[src/rtl/serial_byte_loader_if.sv]
// Serial-in / word-out bundle between a bit source and serial_byte_loader.
// master drives the serial side, slave (the loader) drives the word side.
interface serial_byte_loader_if #(
    parameter int WIDTH = 8
);
    logic             sdi;
    logic             sdi_valid;
    logic             abort;
    logic [WIDTH-1:0] d_out;
    logic             latch_en;
    logic             busy;
    logic [3:0]       bit_cnt;
    logic             par_err;

    modport master (
        output sdi, sdi_valid, abort,
        input  d_out, latch_en, busy, bit_cnt, par_err
    );

    modport slave (
        input  sdi, sdi_valid, abort,
        output d_out, latch_en, busy, bit_cnt, par_err
    );
endinterface

[src/rtl/serial_byte_loader.sv]
// Purpose: deserialises WIDTH bits into d_out with a one-cycle latch_en strobe (optional even parity: SBL_PARITY_EN).
// Latency: d_out/latch_en update on the same edge that samples the final bit; latch_en drops one edge later.
// Backpressure: none; every sdi_valid cycle is consumed and the downstream latch cannot stall the stream.
module serial_byte_loader #(
    parameter int WIDTH     = 8,
    parameter bit MSB_FIRST = 1'b0
) (
    input  logic                  clk,
    input  logic                  rst,
    serial_byte_loader_if.slave   bus
);

    typedef enum logic [1:0] {
        S_IDLE   = 2'd0,
        S_SHIFT  = 2'd1,
        S_PARITY = 2'd2
    } state_t;

    localparam logic [3:0] LAST_CNT = 4'(WIDTH - 1);

    state_t           state_q, state_d;
    logic [3:0]       cnt_q, cnt_d;
    logic [WIDTH-1:0] shift_q, shift_d, shift_in;
    logic [WIDTH-1:0] dout_q, dout_d;
    logic             latch_q, latch_d;
`ifdef SBL_PARITY_EN
    logic             perr_q, perr_d;
`endif

    always_comb begin
        if (MSB_FIRST) begin
            shift_in = {shift_q[WIDTH-2:0], bus.sdi};
        end else begin
            shift_in = {bus.sdi, shift_q[WIDTH-1:1]};
        end
    end

    always_comb begin
        state_d = state_q;
        cnt_d   = cnt_q;
        shift_d = shift_q;
        dout_d  = dout_q;
        latch_d = 1'b0;
`ifdef SBL_PARITY_EN
        perr_d  = 1'b0;
`endif
        // abort outranks a coincident valid bit: the bit is dropped with the frame
        if (bus.abort) begin
            state_d = S_IDLE;
            cnt_d   = '0;
        end else if (bus.sdi_valid) begin
            case (state_q)
                S_IDLE, S_SHIFT: begin
                    shift_d = shift_in;
                    if (cnt_q == LAST_CNT) begin
`ifdef SBL_PARITY_EN
                        state_d = S_PARITY;
                        cnt_d   = cnt_q + 4'd1;
`else
                        dout_d  = shift_in;
                        latch_d = 1'b1;
                        state_d = S_IDLE;
                        cnt_d   = '0;
`endif
                    end else begin
                        state_d = S_SHIFT;
                        cnt_d   = cnt_q + 4'd1;
                    end
                end
`ifdef SBL_PARITY_EN
                S_PARITY: begin
                    // even parity: the parity bit equals the XOR of the data bits
                    if ((^shift_q) == bus.sdi) begin
                        dout_d  = shift_q;
                        latch_d = 1'b1;
                    end else begin
                        perr_d  = 1'b1;
                    end
                    state_d = S_IDLE;
                    cnt_d   = '0;
                end
`endif
                default: begin
                    state_d = S_IDLE;
                    cnt_d   = '0;
                end
            endcase
        end
    end

    always_ff @(posedge clk) begin
        if (rst) begin
            state_q <= S_IDLE;
            cnt_q   <= '0;
            shift_q <= '0;
            dout_q  <= '0;
            latch_q <= 1'b0;
`ifdef SBL_PARITY_EN
            perr_q  <= 1'b0;
`endif
        end else begin
            state_q <= state_d;
            cnt_q   <= cnt_d;
            shift_q <= shift_d;
            dout_q  <= dout_d;
            latch_q <= latch_d;
`ifdef SBL_PARITY_EN
            perr_q  <= perr_d;
`endif
        end
    end

    assign bus.d_out    = dout_q;
    assign bus.latch_en = latch_q;
    assign bus.busy     = (cnt_q != 4'd0);
    assign bus.bit_cnt  = cnt_q;
`ifdef SBL_PARITY_EN
    assign bus.par_err  = perr_q;
`else
    assign bus.par_err  = 1'b0;
`endif

endmodule

[src/flat_wrapper.sv]
// flat-port wrapper written by rule: the top's interface ports become plain ports
module serial_byte_loader_flat 
#(
    parameter int WIDTH     = 8,
    parameter bit MSB_FIRST = 1'b0
)
  (clk, rst, bus_sdi, bus_sdi_valid, bus_abort, bus_d_out, bus_latch_en, bus_busy, bus_bit_cnt, bus_par_err);
  serial_byte_loader_if #(.WIDTH(WIDTH)) bus_i ();
  input  logic clk;
  input  logic rst;
  input wire logic [$bits(bus_i.sdi)-1:0] bus_sdi;
  input wire logic [$bits(bus_i.sdi_valid)-1:0] bus_sdi_valid;
  input wire logic [$bits(bus_i.abort)-1:0] bus_abort;
  output wire logic [$bits(bus_i.d_out)-1:0] bus_d_out;
  output wire logic [$bits(bus_i.latch_en)-1:0] bus_latch_en;
  output wire logic [$bits(bus_i.busy)-1:0] bus_busy;
  output wire logic [$bits(bus_i.bit_cnt)-1:0] bus_bit_cnt;
  output wire logic [$bits(bus_i.par_err)-1:0] bus_par_err;
  assign bus_i.sdi = bus_sdi;
  assign bus_i.sdi_valid = bus_sdi_valid;
  assign bus_i.abort = bus_abort;
  assign bus_d_out = bus_i.d_out;
  assign bus_latch_en = bus_i.latch_en;
  assign bus_busy = bus_i.busy;
  assign bus_bit_cnt = bus_i.bit_cnt;
  assign bus_par_err = bus_i.par_err;
  serial_byte_loader #(.WIDTH(WIDTH), .MSB_FIRST(MSB_FIRST)) u_core (.clk(clk), .rst(rst), .bus(bus_i));
endmodule
[config.mk]
export PLATFORM = sky130hd
export DESIGN_NAME = serial_byte_loader_flat
export DESIGN_NICKNAME = d
export VERILOG_FILES = /design/src/rtl/serial_byte_loader_if.sv /design/src/rtl/serial_byte_loader.sv /design/src/flat_wrapper.sv
export SDC_FILE = /design/constraint.sdc
export NUM_CORES = 1
export LEC_CHECK = 0
export ABC_AREA = 1
export CAP_MARGIN = 20
export CORE_MARGIN = 2
export CORE_UTILIZATION = 35
export CTS_BUF_LIST = sky130_fd_sc_hd__clkbuf_8
export DETAILED_ROUTE_END_ITERATION = 8
export GPL_TIMING_DRIVEN = 1
export PLACE_DENSITY_LB_ADDON = 0.12
export SLEW_MARGIN = 20
export SYNTH_ARGS = -nofsm -noshare
export SYNTH_HDL_FRONTEND = slang
export SYNTH_SLANG_ARGS = --single-unit
[constraint.sdc]
create_clock -name clk -period 1.6 [get_ports clk]
set_clock_uncertainty 0.05 [all_clocks]
set_input_delay 0.32 -clock clk [delete_from_list [all_inputs] [get_ports clk]]
set_output_delay 0.32 -clock clk [all_outputs]
set_load 0.03 [all_outputs]
# After elaboration in Yosys (flattened, before gate mapping)

Cells that the tools add are included.

Bits in registers: 23
Latch bits: 0
RAM bits: 0
Memory bits (read-only): 0
Bits of input ports: 5
Output and inout bits: 15
Logic and storage cells: 23
Memories kept: 0

$add $sub $neg: 1
Multipliers: 0
Divide/modulo/power cells: 0
$lt $le $gt $ge: 0
Equal/unequal tests: 2
Shift operators: 0
Mux-type cells: 5
Bitwise gates (word level): 3
Reduce and logical (&&, ||, !) cells: 7

Operators by type and width:

| operator                                            | count |
|---|---|
| two-way mux 4 bit                                   | 2 |
| adder 4 x 1 -> 4 bit, second input constant         | 1 |
| equality test 4 x 3 -> 1 bit, second input constant | 1 |
| AND reduction 4 bit                                 | 1 |
| nonzero test 4 bit                                  | 1 |
| OR reduction 2 bit                                  | 2 |
| OR reduction 4 bit                                  | 1 |
| two-way mux 1 bit                                   | 3 |
| NOT 1 bit                                           | 3 |
| AND reduction 3 bit                                 | 1 |
| equality test 2 x 1 -> 1 bit, second input constant | 1 |
| zero test 2 bit                                     | 1 |

# Logic depth before layout (Yosys ltp)

Depth after elaboration: 4
Depth in mapped cells: 6
Mapped depth without buffers: 6

# Least setup slack after synthesis

No wires, ideal clock.

Path kind: register to output
From: register u_core.cnt_q[0], in the netlist u_core.bus.bit_cnt[0]
To: output port bus_busy
Data arrival time: 1057 ps
Data required time: 1230 ps
Path slack: 173 ps
Cell stages (with the launch flop): 4
Buffers on the path: 0
Path through: dfxtp_1 -> inv_1 -> ha_1 -> nand3_1

Cells in the longest elaborated chain, start to end: 1

RTL lines:

| element                | RTL line                  | source |
|---|---|---|
| start, declared        | serial_byte_loader.sv:22  | `logic [3:0] cnt_q, cnt_d;` |
| start signal, assigned | serial_byte_loader.sv:103 | `cnt_q <= cnt_d;` |
| nonzero test 4 bit     | serial_byte_loader.sv:115 | `assign bus.busy = (cnt_q != 4'd0);` |
| end, declared          | flat_wrapper.sv:16        | `output wire logic [$bits(bus_i.busy)-1:0] bus_busy;` |

Every way passes these cells.

# Final worst setup path

Ends and elaborated chain as after synthesis.

==> key figures <==
Global route
  – Met3 usage in global routing: 0.03429
  – Initial antenna violation count: 0
  – Largest net degree at the start of global routing: 23
  – Met1 Use GR: 0.1937
  – All-Layer GR Usage: 0.1356
  – Number of global-route vias before repair: 642
  – First-pass GRT wire length: approximately 2.7 mm
  – Met2 Track Usage GR: 0.1875
  – Grt peak-use layer: met1
  – Total gr overflow: 0

Setup path
  – Flop-to-flop setup slack: 300 ps
  – Required @ worst endpoint: roughly 1200 ps
  – Worst-path fanout max: 4
  – CP startpoint kind: flop
  – Cell family with most CP delay: flip-flops
  – Critical path type: reg2out
  – CP arrival: 1120 ps
  – WP buf/inv: 2
  – Reg2Reg Depth: 5
  – CP max stage delay: 370 ps
  – Slowest cell on crit path: dfxtp_1
  – Kind of end point of the critical path: output port
  – Worst R2R Start: u_core.bus.bit_cnt[1]
  – CP cell instances: inv_1, ha_1, nand3_1, buf_4
  – Reg2reg end: u_core.bus.d_out[6]

Die
  – Die Footprint: 2791 sq um
  – Initial Utilization: 0.3737
  – IO Count: 20
  – Die width: 52.83 um
  – Die height: 52.83 um
  – Core footprint: 2233 sq um
  – Row count: 17

Final layout
  – Share of post-route cells with drive strength above 1: 0.1328
  – # diodes: 0
  – Final instance area: between 1000 and 1500 sq um
  – Area of the multi-input gates: 387.9 sq um
  – FILL cells: ~240
  – Area Overhead vs Synth: 31.78%
  – Nets: 136
  – Reg area: 400.4 sq um

Power
  – Power density over the cells: about 900 nW/um^2
  – Sw frac: 0.2307
  – Sequential share of power: 0.523
  – Internal power: 0.7651 mW
  – Combinational power share: 0.093
  – Leak: around 0.57 nW
  – Net Sw Power: 0.2294 mW
  – Clk network pwr share: 0.384
  – Maximum vdd drop: 0.0005163 V

CTS
  – Post-CTS Setup Inserts: 0
  – Clock Latency Late Sink: 250 ps
  – Clock transition at the registers of the reported paths: 70 ps
  – CTS tree: done
  – H-tree lvl count: 1
  – Clock tree buffer depth: 2
  – Total CTS buffers: 3
  – CTS root buffer: clkbuf_8
  – Hold Buf Count CTS: 0
  – CTS resizes: 13
  – CTS sink count: 20

Logic synthesis
  – Synthesized flop and latch total: 20
  – Count of different cell masters after synthesis: 18
  – Most frequent cell after synthesis: dfxtp_1
  – Synth area leader: dfxtp_1
  – Avg Synthesized Cell Area: 7.948 sq um
  – FFs w/ async S/R, synth: 0
  – Most frequent cells after synthesis: 20 x dfxtp_1, 19 x nor2_1, 17 x nand3_1
  – Synthesized area: ~830 sq um
  – Predominant post-synthesis flop cell: dfxtp_1
  – Synth Instances: approximately 110
  – Synth warn: 0
  – Register area share after synthesis: 0.4798
  – Number of flops mapped to enable cells by yosys: 0
  – Synth area leaders: dfxtp_1 48%, nand3_1 10%, nor2_1 8.5%
  – Syn nets: 112
  – Area share of the largest cell type after synthesis: 0.4798

Routing
  – Via count of the routed design: ~700
  – Final ANT Viol Nets: 0
  – Vias per cell: 4.506
  – WL/cell: 10.33 um
  – WL final: 1.611 mm
  – Drt initial violations: 7
  – Iteration count of the initial detailed-routing pass: 4
  – DRC Markers: 0

Hold path
  – Hold Crit Start: u_core.shift_q[1]
  – Worst Hold Path EP: u_core.shift_q[1]
  – Hold path cells: 2
  – Tightest Hold Check Type: reg2reg

Placement
  – Buffers on Ports: 18
  – Gpl congestion: 0.7869
  – Dpl ws: 7.120 ps
  – DP HPWL: 1.220 mm
  – Post-DP Area: 1061 sq um

Flow run
  – Max-cap violations: 0

STA
  – Final setup margin: 105.8 ps
  – Normalized max-slew margin: 0.6096
  – Setup-failing EPs final: 0
  – Tcrit/Tclk final: 0.9339
  – Least-Margin Pin Slew: ~580 ps
  – Setup_tns: 0 ps
  – Final min period: about 1500 ps
  – Final hold vios: 0
  – Slew Viols, Final: 0
  – RSZ-0062 raised after global routing: false
  – Fin Hold WS: 416.4 ps
  – Fmax: 0.6693 GHz

Run status
  – Status: complete, no violations
[cell families (layout without fill, tap and decap cells)]
kind of cell    Yosys count  count (layout)  share of synthesized area
flops                    20              20                     0.4798
simple gates             58              58                     0.3523
buf+inv                  11              34                    0.05547
other cells               1               1                   0.004493
fa+ha+maj                 2               2                    0.02998
compound gates           13              13                    0.07795
[tightest hold or removal path: stages, from the launching register on]
cell	delay [ps]
dfxtp_1	300
inv_1	60
a21oi_1	60
[worst max-delay path by stage]
stage                                endpoint  cells after the start                   from
after floorplan                      bus_busy                      3  u_core.bus.bit_cnt[0]
after global placement    u_core.bus.d_out[5]                      6          bus_sdi_valid
after detailed placement  u_core.bus.d_out[3]                      6              bus_abort
after CTS                            bus_busy                      4  u_core.bus.bit_cnt[1]
after global routing                 bus_busy                      4  u_core.bus.bit_cnt[0]
final                                bus_busy                      4  u_core.bus.bit_cnt[0]
[stage by stage]
step / utilization / total power, mW / cells
3_5_place_dp: 0.4751 / 0.6262 / 152
5_1_grt: 0.4924 / 1.040 / 156
2_1_floorplan: - / 0.5903 / 105
4_1_cts: 0.4924 / 1.010 / 156
6_report: 0.4924 / 0.9946 / 156
3_3_place_gp: 0.4751 / 0.6258 / 152
[registers in the layout, indices dropped and copies added, names as in the netlist]
register	flops
u_core.bus.d_out	8
u_core.shift_q	7
u_core.bus.bit_cnt	4
u_core.bus.latch_en	1
[layout make-up]
cell class              instances  area share
clock buffers                   4     0.05006
flip-flops and latches         20      0.3641
multi-input cells              74      0.3527
inverters                       8     0.02730
repair buffers                 22      0.1741
well taps                      28     0.03185
[power by group through the flow]
stage / sequential (mW) / clock, mW / combinational, mW
final: 0.520 / 0.382 / 0.0926
after global routing: 0.522 / 0.417 / 0.101
after CTS: 0.520 / 0.397 / 0.0929
after detailed placement: 0.532 / 0 / 0.0940
after global placement: 0.532 / 0 / 0.0938
after floorplan: 0.535 / 0 / 0.0557
[metal layers]
metal  vias to the layer above  part of all wire
met3                         2             0.027
met1                       309              0.53
li1                        384                 -
met2                         8              0.44
met4                         0            0.0056
met5                         -                 0
[placed cells by master (no fill, tap or decap)]
cell and count:
nand2_4 2, dlygate4sd2_1 13, nand2_1 15, ha_1 2, inv_1 6, a21oi_1 3, clkbuf_8 4, nand3_1 17
o21ai_1 7, nor2_8 2, buf_4 5, o21ai_0 3, and2_1 1, clkdlybuf4s50_1 4, nor2_2 2, conb_1 1
inv_2 2, nor2_1 19, dfxtp_1 20
Power figures use the tool's default switching activity.
